==> config.mk <==
export PLATFORM = sky130hd
export DESIGN_NAME = pu_cbus_arb
export DESIGN_NICKNAME = d
export VERILOG_FILES = /design/src/rtl/pu_cbus_arb.sv
export SDC_FILE = /design/constraint.sdc
export NUM_CORES = 1
export LEC_CHECK = 0
export ABC_CLOCK_PERIOD_IN_PS = 1700
export BUFFER_PORTS_ARGS = -buffer_cell sky130_fd_sc_hd__buf_4
export CAP_MARGIN = 20
export CORE_AREA = 2 2 367 369
export CTS_CLUSTER_DIAMETER = 100
export DETAILED_ROUTE_END_ITERATION = 12
export DIE_AREA = 0 0 369 371
export HOLD_SLACK_MARGIN = 0.05
export RECOVER_POWER = 50
export SYNTH_ARGS = -nofsm -noshare
export SYNTH_HDL_FRONTEND = slang
export SYNTH_SLANG_ARGS = --single-unit
==> constraint.sdc <==
create_clock -name clk -period 1.7 [get_ports clk]
set_input_delay 0.17 -clock clk [delete_from_list [all_inputs] [get_ports clk]]
set_output_delay 0.17 -clock clk [all_outputs]
set_load 0.05 [all_outputs]
==> src/rtl/pu_cbus_arb.sv <==
// -----------------------------------------------------------------------------
// pu_cbus_arb
//
// Shares the processor unit's single cache-bus port to L2 between the
// instruction-fetch requester (IA) and the memory-access requester (MA).
// In IDLE the arbiter picks a winner combinationally, grants it in the same
// cycle and registers its command/payload onto the cache bus. It then drives
// cbus_req until L2 acknowledges and waits for completion. Ack, rdy and read
// data are routed back to the owning requester only. One transaction is
// outstanding at a time, and there is a one-cycle IDLE bubble between
// back-to-back transactions.
//
// Parameters
//   CMD_W      cache-bus command width
//   ADDR_W     core byte-address width
//   DATA_W     cache-line beat width
//   BE_W       write byte-enable width (DATA_W/8)
//   PRIO_MODE  0 = round-robin between IA and MA; 1 = fixed priority, MA first
//
// Ports
//   clk, rst                 clock; synchronous active-high reset
//   ia_req / ma_req          request; the payload is valid while high
//   *_cmd, *_addr            command and address of the request
//   *_wr_data_be, *_wr_data  write byte enables and write data
//   *_grt                    granted; payload captured this cycle
//   *_ack                    command accepted by L2 (owner only)
//   *_rdy                    transaction complete (owner only)
//   *_rd_data                read data, valid with *_rdy, otherwise 0
//   cbus_req                 request to L2, high while awaiting cbus_ack
//   cbus_cmd/addr/wr_data_be/wr_data   latched payload of the owner
//   cbus_ack, cbus_rdy       L2 accept / completion
//   cbus_rd_data             L2 read data, valid with cbus_rdy
//   busy                     high whenever a transaction is in flight
// -----------------------------------------------------------------------------
module pu_cbus_arb #(
   parameter int CMD_W     = 2,
   parameter int ADDR_W    = 32,
   parameter int DATA_W    = 128,
   parameter int BE_W      = 16,
   parameter int PRIO_MODE = 0
) (
   input  logic              clk,
   input  logic              rst,

   // instruction-fetch requester
   input  logic              ia_req,
   input  logic [CMD_W-1:0]  ia_cmd,
   input  logic [ADDR_W-1:0] ia_addr,
   input  logic [BE_W-1:0]   ia_wr_data_be,
   input  logic [DATA_W-1:0] ia_wr_data,
   output logic              ia_grt,
   output logic              ia_ack,
   output logic              ia_rdy,
   output logic [DATA_W-1:0] ia_rd_data,

   // memory-access requester
   input  logic              ma_req,
   input  logic [CMD_W-1:0]  ma_cmd,
   input  logic [ADDR_W-1:0] ma_addr,
   input  logic [BE_W-1:0]   ma_wr_data_be,
   input  logic [DATA_W-1:0] ma_wr_data,
   output logic              ma_grt,
   output logic              ma_ack,
   output logic              ma_rdy,
   output logic [DATA_W-1:0] ma_rd_data,

   // cache bus towards L2
   output logic              cbus_req,
   output logic [CMD_W-1:0]  cbus_cmd,
   output logic [ADDR_W-1:0] cbus_addr,
   output logic [BE_W-1:0]   cbus_wr_data_be,
   output logic [DATA_W-1:0] cbus_wr_data,
   input  logic              cbus_ack,
   input  logic              cbus_rdy,
   input  logic [DATA_W-1:0] cbus_rd_data,

   output logic              busy
);

   typedef enum logic [1:0] {
      ST_IDLE = 2'd0,   // arbitrating, nothing in flight
      ST_BUS  = 2'd1,   // cbus_req high, waiting for cbus_ack
      ST_DATA = 2'd2    // command accepted, waiting for cbus_rdy
   } state_e;

   typedef enum logic {
      REQ_IA = 1'b0,
      REQ_MA = 1'b1
   } req_e;

   // ---------------------------------------------------------------------------
   // State
   // ---------------------------------------------------------------------------
   state_e              state_q,    state_d;
   req_e                last_grt_q, last_grt_d;
   req_e                owner_q,    owner_d;
   logic [CMD_W-1:0]    cmd_q,      cmd_d;
   logic [ADDR_W-1:0]   addr_q,     addr_d;
   logic [BE_W-1:0]     be_q,       be_d;
   logic [DATA_W-1:0]   wdata_q,    wdata_d;

   // Arbitration result, meaningful only in IDLE.
   logic                win_valid;
   req_e                win;

   // Bus events qualified by state, before routing to the owner.
   logic                grt_hit;
   logic                ack_hit;
   logic                rdy_hit;

   // ---------------------------------------------------------------------------
   // Arbitration: sole requester wins; on a tie either the side that was not
   // granted last time (round-robin) or always MA (fixed priority).
   // ---------------------------------------------------------------------------
   always_comb begin
      win_valid = ia_req | ma_req;
      win       = REQ_IA;
      if (ia_req && ma_req) begin
         if (PRIO_MODE != 0) begin
            win = REQ_MA;
         end else begin
            win = (last_grt_q == REQ_MA) ? REQ_IA : REQ_MA;
         end
      end else if (ma_req) begin
         win = REQ_MA;
      end
   end

   // ---------------------------------------------------------------------------
   // Next-state logic
   // ---------------------------------------------------------------------------
   always_comb begin
      // NOTE: every variable driven here gets a default first so that no path
      // through the case statement leaves it unassigned and infers a latch.
      state_d    = state_q;
      last_grt_d = last_grt_q;
      owner_d    = owner_q;
      cmd_d      = cmd_q;
      addr_d     = addr_q;
      be_d       = be_q;
      wdata_d    = wdata_q;
      grt_hit    = 1'b0;
      ack_hit    = 1'b0;
      rdy_hit    = 1'b0;

      unique case (state_q)
         ST_IDLE: begin
            // Stray cbus_ack/cbus_rdy are simply not looked at here.
            if (win_valid) begin
               grt_hit    = 1'b1;
               owner_d    = win;
               last_grt_d = win;
               state_d    = ST_BUS;
               if (win == REQ_MA) begin
                  cmd_d   = ma_cmd;
                  addr_d  = ma_addr;
                  be_d    = ma_wr_data_be;
                  wdata_d = ma_wr_data;
               end else begin
                  cmd_d   = ia_cmd;
                  addr_d  = ia_addr;
                  be_d    = ia_wr_data_be;
                  wdata_d = ia_wr_data;
               end
            end
         end

         ST_BUS: begin
            // A cbus_rdy without cbus_ack is stray and ignored; with cbus_ack
            // in the same cycle it completes the transaction immediately.
            if (cbus_ack) begin
               ack_hit = 1'b1;
               if (cbus_rdy) begin
                  rdy_hit = 1'b1;
                  state_d = ST_IDLE;
               end else begin
                  state_d = ST_DATA;
               end
            end
         end

         ST_DATA: begin
            if (cbus_rdy) begin
               rdy_hit = 1'b1;
               state_d = ST_IDLE;
            end
         end

         default: begin
            state_d = ST_IDLE;
         end
      endcase
   end

   // ---------------------------------------------------------------------------
   // Registers
   // ---------------------------------------------------------------------------
   always_ff @(posedge clk) begin
      // NOTE: state is updated with non-blocking assignments so every flop
      // samples the values of the previous cycle regardless of statement order.
      if (rst) begin
         state_q    <= ST_IDLE;
         last_grt_q <= REQ_MA;    // IA wins the first round-robin tie
         owner_q    <= REQ_IA;
         cmd_q      <= '0;
         addr_q     <= '0;
         be_q       <= '0;
         wdata_q    <= '0;
      end else begin
         state_q    <= state_d;
         last_grt_q <= last_grt_d;
         owner_q    <= owner_d;
         cmd_q      <= cmd_d;
         addr_q     <= addr_d;
         be_q       <= be_d;
         wdata_q    <= wdata_d;
      end
   end

   // ---------------------------------------------------------------------------
   // Requester-side outputs. Grants follow the live arbitration result; ack,
   // rdy and read data go to the recorded owner only. All of them are held
   // low while rst is high: a grant during reset would never be captured, and
   // an abandoned transaction must not complete.
   // ---------------------------------------------------------------------------
   always_comb begin
      ia_grt     = 1'b0;
      ma_grt     = 1'b0;
      ia_ack     = 1'b0;
      ma_ack     = 1'b0;
      ia_rdy     = 1'b0;
      ma_rdy     = 1'b0;
      ia_rd_data = '0;
      ma_rd_data = '0;

      if (!rst) begin
         if (grt_hit) begin
            ia_grt = (win == REQ_IA);
            ma_grt = (win == REQ_MA);
         end
         if (ack_hit) begin
            ia_ack = (owner_q == REQ_IA);
            ma_ack = (owner_q == REQ_MA);
         end
         if (rdy_hit) begin
            if (owner_q == REQ_MA) begin
               ma_rdy     = 1'b1;
               ma_rd_data = cbus_rd_data;
            end else begin
               ia_rdy     = 1'b1;
               ia_rd_data = cbus_rd_data;
            end
         end
      end
   end

   // ---------------------------------------------------------------------------
   // Cache-bus side outputs, all straight from registers.
   // ---------------------------------------------------------------------------
   assign cbus_req        = (state_q == ST_BUS);
   assign cbus_cmd        = cmd_q;
   assign cbus_addr       = addr_q;
   assign cbus_wr_data_be = be_q;
   assign cbus_wr_data    = wdata_q;
   assign busy            = (state_q != ST_IDLE);

endmodule

==> results of run 1 <==
==> per-layer routing <==
metal  part of all wire  vias to the layer above  routed length (um)
met5             0.0020                        -                 249
met4              0.034                       38                4110
met3              0.079                      245                9650
met2               0.49                      990               60100
met1               0.39                     6988               48000
li1                   -                     6114                   -
==> flip-flops by register name, summed over array words and instances (netlist names) <==
name	cells
owner_q	1
last_grt_q	1
cbus_cmd	2
cbus_wr_data_be	16
cbus_addr	32
cbus_wr_data	128
state_q	2
==> cell families after synthesis <==
family | after synthesis | share of synthesized area
muxes | 1 | 0.00107
adders and majority gates | 3 | 0.00400
DFF | 182 | 0.388
buffers and inverters | 134 | 0.0634
and+or+nand+nor | 453 | 0.349
AOI/OAI and AO/OA | 184 | 0.195
==> metrics by stage <==
step	setup slack [ps]	utilization	hold WS, ps	instances	setup TNS (ps)
2_1_floorplan	-132	-	310	957	-16110
3_3_place_gp	-430	0.150	393	3643	-91590
3_5_place_dp	-421	0.150	396	3643	-90060
4_1_cts	-811	0.180	50.9	3931	-208570
5_1_grt	-882	0.184	85.1	3945	-231590
6_report	-750	0.184	119	3959	-187510
==> report_power, final <==
part | internal, uW | total, uW | switching, uW | leakage (uW)
logic | 3180 | 8330 | 5150 | 0.00879
registers | 4920 | 5380 | 454 | 0.00150
clock network | 2090 | 4740 | 2650 | 0.000313
==> cell type report <==
type                    count  area (sq um)
diodes                     25          62.6
clock buffers              17           425
clock inverters            15           220
fillers                 14700        108000
inverters                   6          25.0
multi-input cells         641          5840
flip-flops and latches    182          3650
well taps                1768          2210
repair buffers           1305         12100
==> placed cells by master (no fill, tap or decap), drive strengths merged, types with 2 or more instances in the layout <==
master,count
nand2,4
ha,3
nor4,2
a21oi,2
dfxtp,182
clkbuf,19
a221o,178
nor2,4
nor4b,178
nor3b,2
dlygate4sd3,250
clkinv,3
inv,18
buf,1053
nand2b,2
and2,256
diode,25
==> worst max-delay path: cells and delay by family (launching register included) <==
kind / cells / cell delay, ps
buf+inv: 5 / 780
simple gates: 2 / 390
flops: 1 / 370
fa+ha+maj: 1 / 150
compound gates: 1 / 50
==> worst paths after layout <==
kind,startpoint,depth (start not counted),to,slack [ps]
max,state_q[1],9,ma_rd_data[1],-750
min,ia_wr_data[92],3,cbus_wr_data[92],120
max reg2reg,state_q[0],7,cbus_wr_data[120],-220
min reg2reg,cbus_wr_data[126],1,cbus_wr_data[126],500
==> what timing repair did <==
item / in CTS / in global routing
pin swaps: 10 / 12
hold endpoints to repair: 182 / 0
resized for setup: 187 / 138
gates cloned: 2 / 2
endpoints found under the setup margin: 444 / 442
buffers inserted: 4 / 1
hold buffers: 250 / 0
==> impl_metrics.env, run 1 <==
export IMPL_total_power_uw=18500
export IMPL_path_class="reg -> out"
export IMPL_worst_pin_slew_ps=673
export IMPL_cts_buffers=17
export IMPL_synth_top_area_frac=0.388
export IMPL_vdd_drop_max_v=0.000791
export IMPL_setup_viol=424
export IMPL_status="finished, violations left"
export IMPL_netlist_top_cells_count="and2_1 (256), dfxtp_1 (182), a221o_1 (178), nor4b_1 (178)"
export IMPL_powerDensity_nw_per_um2=753
export IMPL_groute_layer_met3_usage=0.0526
export IMPL_clkTransAtPathRegs_ps=100
export IMPL_crit_chain="buf_4 > ha_4 > a21oi_4 > nor4_4 > buf_6 > buf_12 > buf_12 > and2_2 > buf_8"
export IMPL_hold_viol=0
export IMPL_die_y_um=371
export IMPL_rsz0062_at_grt="true"
export IMPL_synth_top_cell_by_area="dfxtp_1"
export IMPL_cts_tree="yes"
export IMPL_viasPerCell=3.63
export IMPL_cts_sinks=182
export IMPL_drc=0
export IMPL_power_leakage_uw=0.0106
export IMPL_htreeDepth=4
export IMPL_row_count=134
export IMPL_top_usage_layer="met2"
export IMPL_drive_gt1_frac=0.627
export IMPL_syn_area_sq_um=9390
export IMPL_dp_hpwl_mm=105
export IMPL_maxCapViolCount=0
export IMPL_timing_final_crit_share=1.44
export IMPL_synth_nets=1450
export IMPL_root_buffer="clkbuf_16"
export IMPL_clockBufferDepth=2
export IMPL_final_area_sq_um=24500
export IMPL_min_path_type="in -> reg"
export IMPL_synth_area_per_cell_sq_um=9.81
export IMPL_cp_arrival_ps=2280
export IMPL_required_ps=1530
export IMPL_synth_cell_type_count=28
export IMPL_dpl_cell_area_sq_um=19900
export IMPL_wl_mm=122
export IMPL_violations="negative setup slack"
export IMPL_grt_usage=0.170
export IMPL_start_util=0.0707
export IMPL_startpoint_type="flip-flop"
export IMPL_crit_path_frequent_cell="buf_12"
export IMPL_drt_iter0_drc=1038
export IMPL_worst_slack_ps=-750
export IMPL_synth_edf_count=0
export IMPL_grt_ovfl_total=0
export IMPL_endpoint_kind="output pin"
export IMPL_area_growth_pct=161
export IMPL_fmaxAchievable_mhz=408
export IMPL_ys_seq_area_frac=0.388
export IMPL_wl_per_cell_um=30.8
export IMPL_num_vias=14400
export IMPL_io_pins=932
export IMPL_drv_slew=0
export IMPL_slowest_delay_ps=370
export IMPL_critPathMaxFanout=21
export IMPL_ys_ff_latch=182
export IMPL_core_sq_um=133000
export IMPL_synth_async_reset_ratio=0
export IMPL_crit_path_top_delay_cell="dfxtp_2"
export IMPL_grt_max_degree=93
export IMPL_port_buffers=931
export IMPL_drt_pass1_iter_count=5
export IMPL_dieArea_sq_um=137000
export IMPL_ys_flop_type="dfxtp_1"
export IMPL_yosysWarnings=0
export IMPL_ant_nets=0
export IMPL_insertion_delay_ps=550
export IMPL_slew_headroom=0.545
export IMPL_synth_cells=957
export IMPL_gp_congestion=0.910
export IMPL_fin_nets=2646
export IMPL_final_min_clock_period_ps=2450
export IMPL_grt_pass1_wl_mm=150
export IMPL_met1_usage=0.201
export IMPL_grt_pass1_vias=13900
export IMPL_die_x_um=369
export IMPL_use_met2=0.293
export IMPL_synth_most_common_cell="and2_1"
export IMPL_synth_area_leaders="dfxtp_1 (39%), a221o_1 (19%), and2_1 (17%)"
export IMPL_antenna_found_initial=91
export IMPL_skew_ps=27.3
Power figures use the tool's default switching activity.
==> run 2: changes to the inputs <==
- BUFFER_PORTS_ARGS: -buffer_cell sky130_fd_sc_hd__buf_4 -> not set
- CORE_AREA: 2 2 367 369 -> 2 2 362 364
- DIE_AREA: 0 0 369 371 -> 0 0 364 366
- DONT_BUFFER_PORTS: not set -> 1
==> impl_metrics.env, run 2 (synthesis gave the netlist of run 1 again) <==
export IMPL_status="finished, violations left"
export IMPL_violations="negative setup slack"
export IMPL_whs_ps=43.3
export IMPL_maxCapViolCount=0
export IMPL_wl_mm=131
export IMPL_cts_sinks=182
export IMPL_grt_pass1_wl_mm=149
export IMPL_powerDensity_nw_per_um2=834
export IMPL_drt_iter0_drc=1402
export IMPL_slowest_delay_ps=340
export IMPL_path_class="reg -> out"
export IMPL_io_pins=932
export IMPL_die_y_um=366
export IMPL_dp_hpwl_mm=101
export IMPL_dieArea_sq_um=133000
export IMPL_grt_max_degree=190
export IMPL_rsz0062_at_grt="true"
export IMPL_largest_reg_flops=128
export IMPL_ant_nets=0
export IMPL_num_vias=12600
export IMPL_reg2reg_slack_ps=-360
export IMPL_hold_end="cbus_addr[24]"
export IMPL_viasPerCell=3.84
export IMPL_crit_path_top_delay_cell="dfxtp_2"
export IMPL_layout_common_cells="dlygate4sd3_1 (360), and2_4 (256), dfxtp_1 (179), a221o_1 (178), nor4b_1 (142)"
export IMPL_grt_usage=0.179
export IMPL_fin_nets=1984
export IMPL_critPathMaxFanout=7
export IMPL_reg2reg_from="state_q[0]"
export IMPL_skew_ps=20.1
export IMPL_port_buffers=0
export IMPL_cts_buffers=17
export IMPL_htreeDepth=4
export IMPL_worst_r2r_cell_count=10
export IMPL_drt_pass1_iter_count=5
export IMPL_clkTransAtPathRegs_ps=100
export IMPL_cts_tree="yes"
export IMPL_min_from="ia_addr[24]"
export IMPL_worst_pin_slew_ps=796
export IMPL_grt_pass1_vias=11600
export IMPL_drive_gt1_frac=0.418
export IMPL_core_sq_um=129000
export IMPL_antenna_found_initial=106
export IMPL_final_min_clock_period_ps=2570
export IMPL_r2r_end="cbus_addr[31]"
export IMPL_cp_num_buf_inv=4
export IMPL_min_path_type="in -> reg"
export IMPL_crit_chain="inv_2 > ha_2 > a21oi_4 > nor4_4 > buf_6 > buf_12 > clkbuf_16 > and2_4"
export IMPL_setup_viol=436
export IMPL_required_ps=1530
export IMPL_fmaxAchievable_mhz=389
export IMPL_clockBufferDepth=2
export IMPL_hold_viol=0
export IMPL_gp_congestion=0.977
export IMPL_timing_final_crit_share=1.51
export IMPL_startpoint_type="flip-flop"
export IMPL_die_x_um=364
export IMPL_wl_per_cell_um=39.9
export IMPL_area_growth_pct=130
export IMPL_final_common_cell="dlygate4sd3_1"
export IMPL_drc=0
export IMPL_vdd_drop_max_v=0.000787
export IMPL_insertion_delay_ps=530
export IMPL_cp_arrival_ps=2400
export IMPL_power_leakage_uw=0.00776
export IMPL_hold_path_cell_count=2
export IMPL_utilization=0.167
export IMPL_grt_ovfl_total=0
export IMPL_worst_slack_ps=-869
export IMPL_path_delay_family="buffers and inverters"
export IMPL_drv_slew=0
export IMPL_start_util=0.0728
export IMPL_dp_slack_ps=-764
export IMPL_root_buffer="clkbuf_16"
export IMPL_row_count=132
export IMPL_slew_headroom=0.469
export IMPL_endpoint_kind="output pin"
[run 2: cell types whose count changed in the layout (fill, tap and decap cells not counted), moves of 62 or more]
cell,change
and2_4,+62
and2_2,-62
dlygate4sd3_1,+110
buf_4,-828
buf_12,+81
buf_8,-83
[run 2: layer usage]
metal,vias to the layer above,wire length (um),global-route usage
met5,-,303,0
met4,48,6790,0.0863
met2,1292,61700,0.302
met1,6094,44800,0.187
met3,295,17000,0.0852
li1,4831,-,-
[run 2: report_power, final]
group          switching [uW]  internal, uW  total (uW)
clock                    2620          2080        4700
sequential               2790          4910        7700
combinational            2800          2790        5590
total                    8200          9780       18000
[run 2: layout make-up]
type	instances	area, sq um
Antenna cell	27	67.6
Clock buffer	17	425
Clock inverter	15	215
Fill cell	14200	107000
Inverter	6	27.5
Multi-Input combinational cell	641	6170
Sequential cell	182	3650
Tap cell	1742	2180
Timing Repair Buffer	643	8820
[run 2: worst max-delay path by stage]
| stage | depth (start not counted) | to | start | slack, ps |
|---|---|---|---|---|
| floorplan | 7 | ma_rd_data[38] | state_q[1] | -130 |
| global placement | 7 | cbus_wr_data_be[9] | state_q[0] | -1030 |
| detailed placement | 7 | cbus_wr_data[105] | state_q[0] | -760 |
| CTS | 9 | ia_rd_data[4] | state_q[1] | -890 |
| global route | 9 | ma_rd_data[40] | state_q[0] | -980 |
| finish | 8 | ma_rd_data[13] | state_q[0] | -870 |
[run 2: through the flow]
step	setup TNS (ps)	total power [uW]	area, sq um	cells
after floorplan	-16110	9430	10300	957
after CTS	-248520	17700	20400	3181
after detailed placement	-111520	10700	14000	2722
after global placement	-102700	10600	14000	2721
final	-228800	18000	21600	3273
after global routing	-261000	18500	21500	3263
[run 2: worst register-to-register path, delay by kind of cell (launching register included)]
kind / cells / cell delay, ps
buf+inv: 6 / 830
compound gates: 1 / 190
fa+ha+maj: 1 / 160
simple gates: 2 / 460
flops: 1 / 340
[run 2: repair_timing]
action,CTS,global route
hold buffers,335,28
setup endpoints to repair,442,443
pin swaps,140,150
cloned,47,29
resized for setup,195,110
setup buffers,51,31
endpoints found under the hold margin,182,29
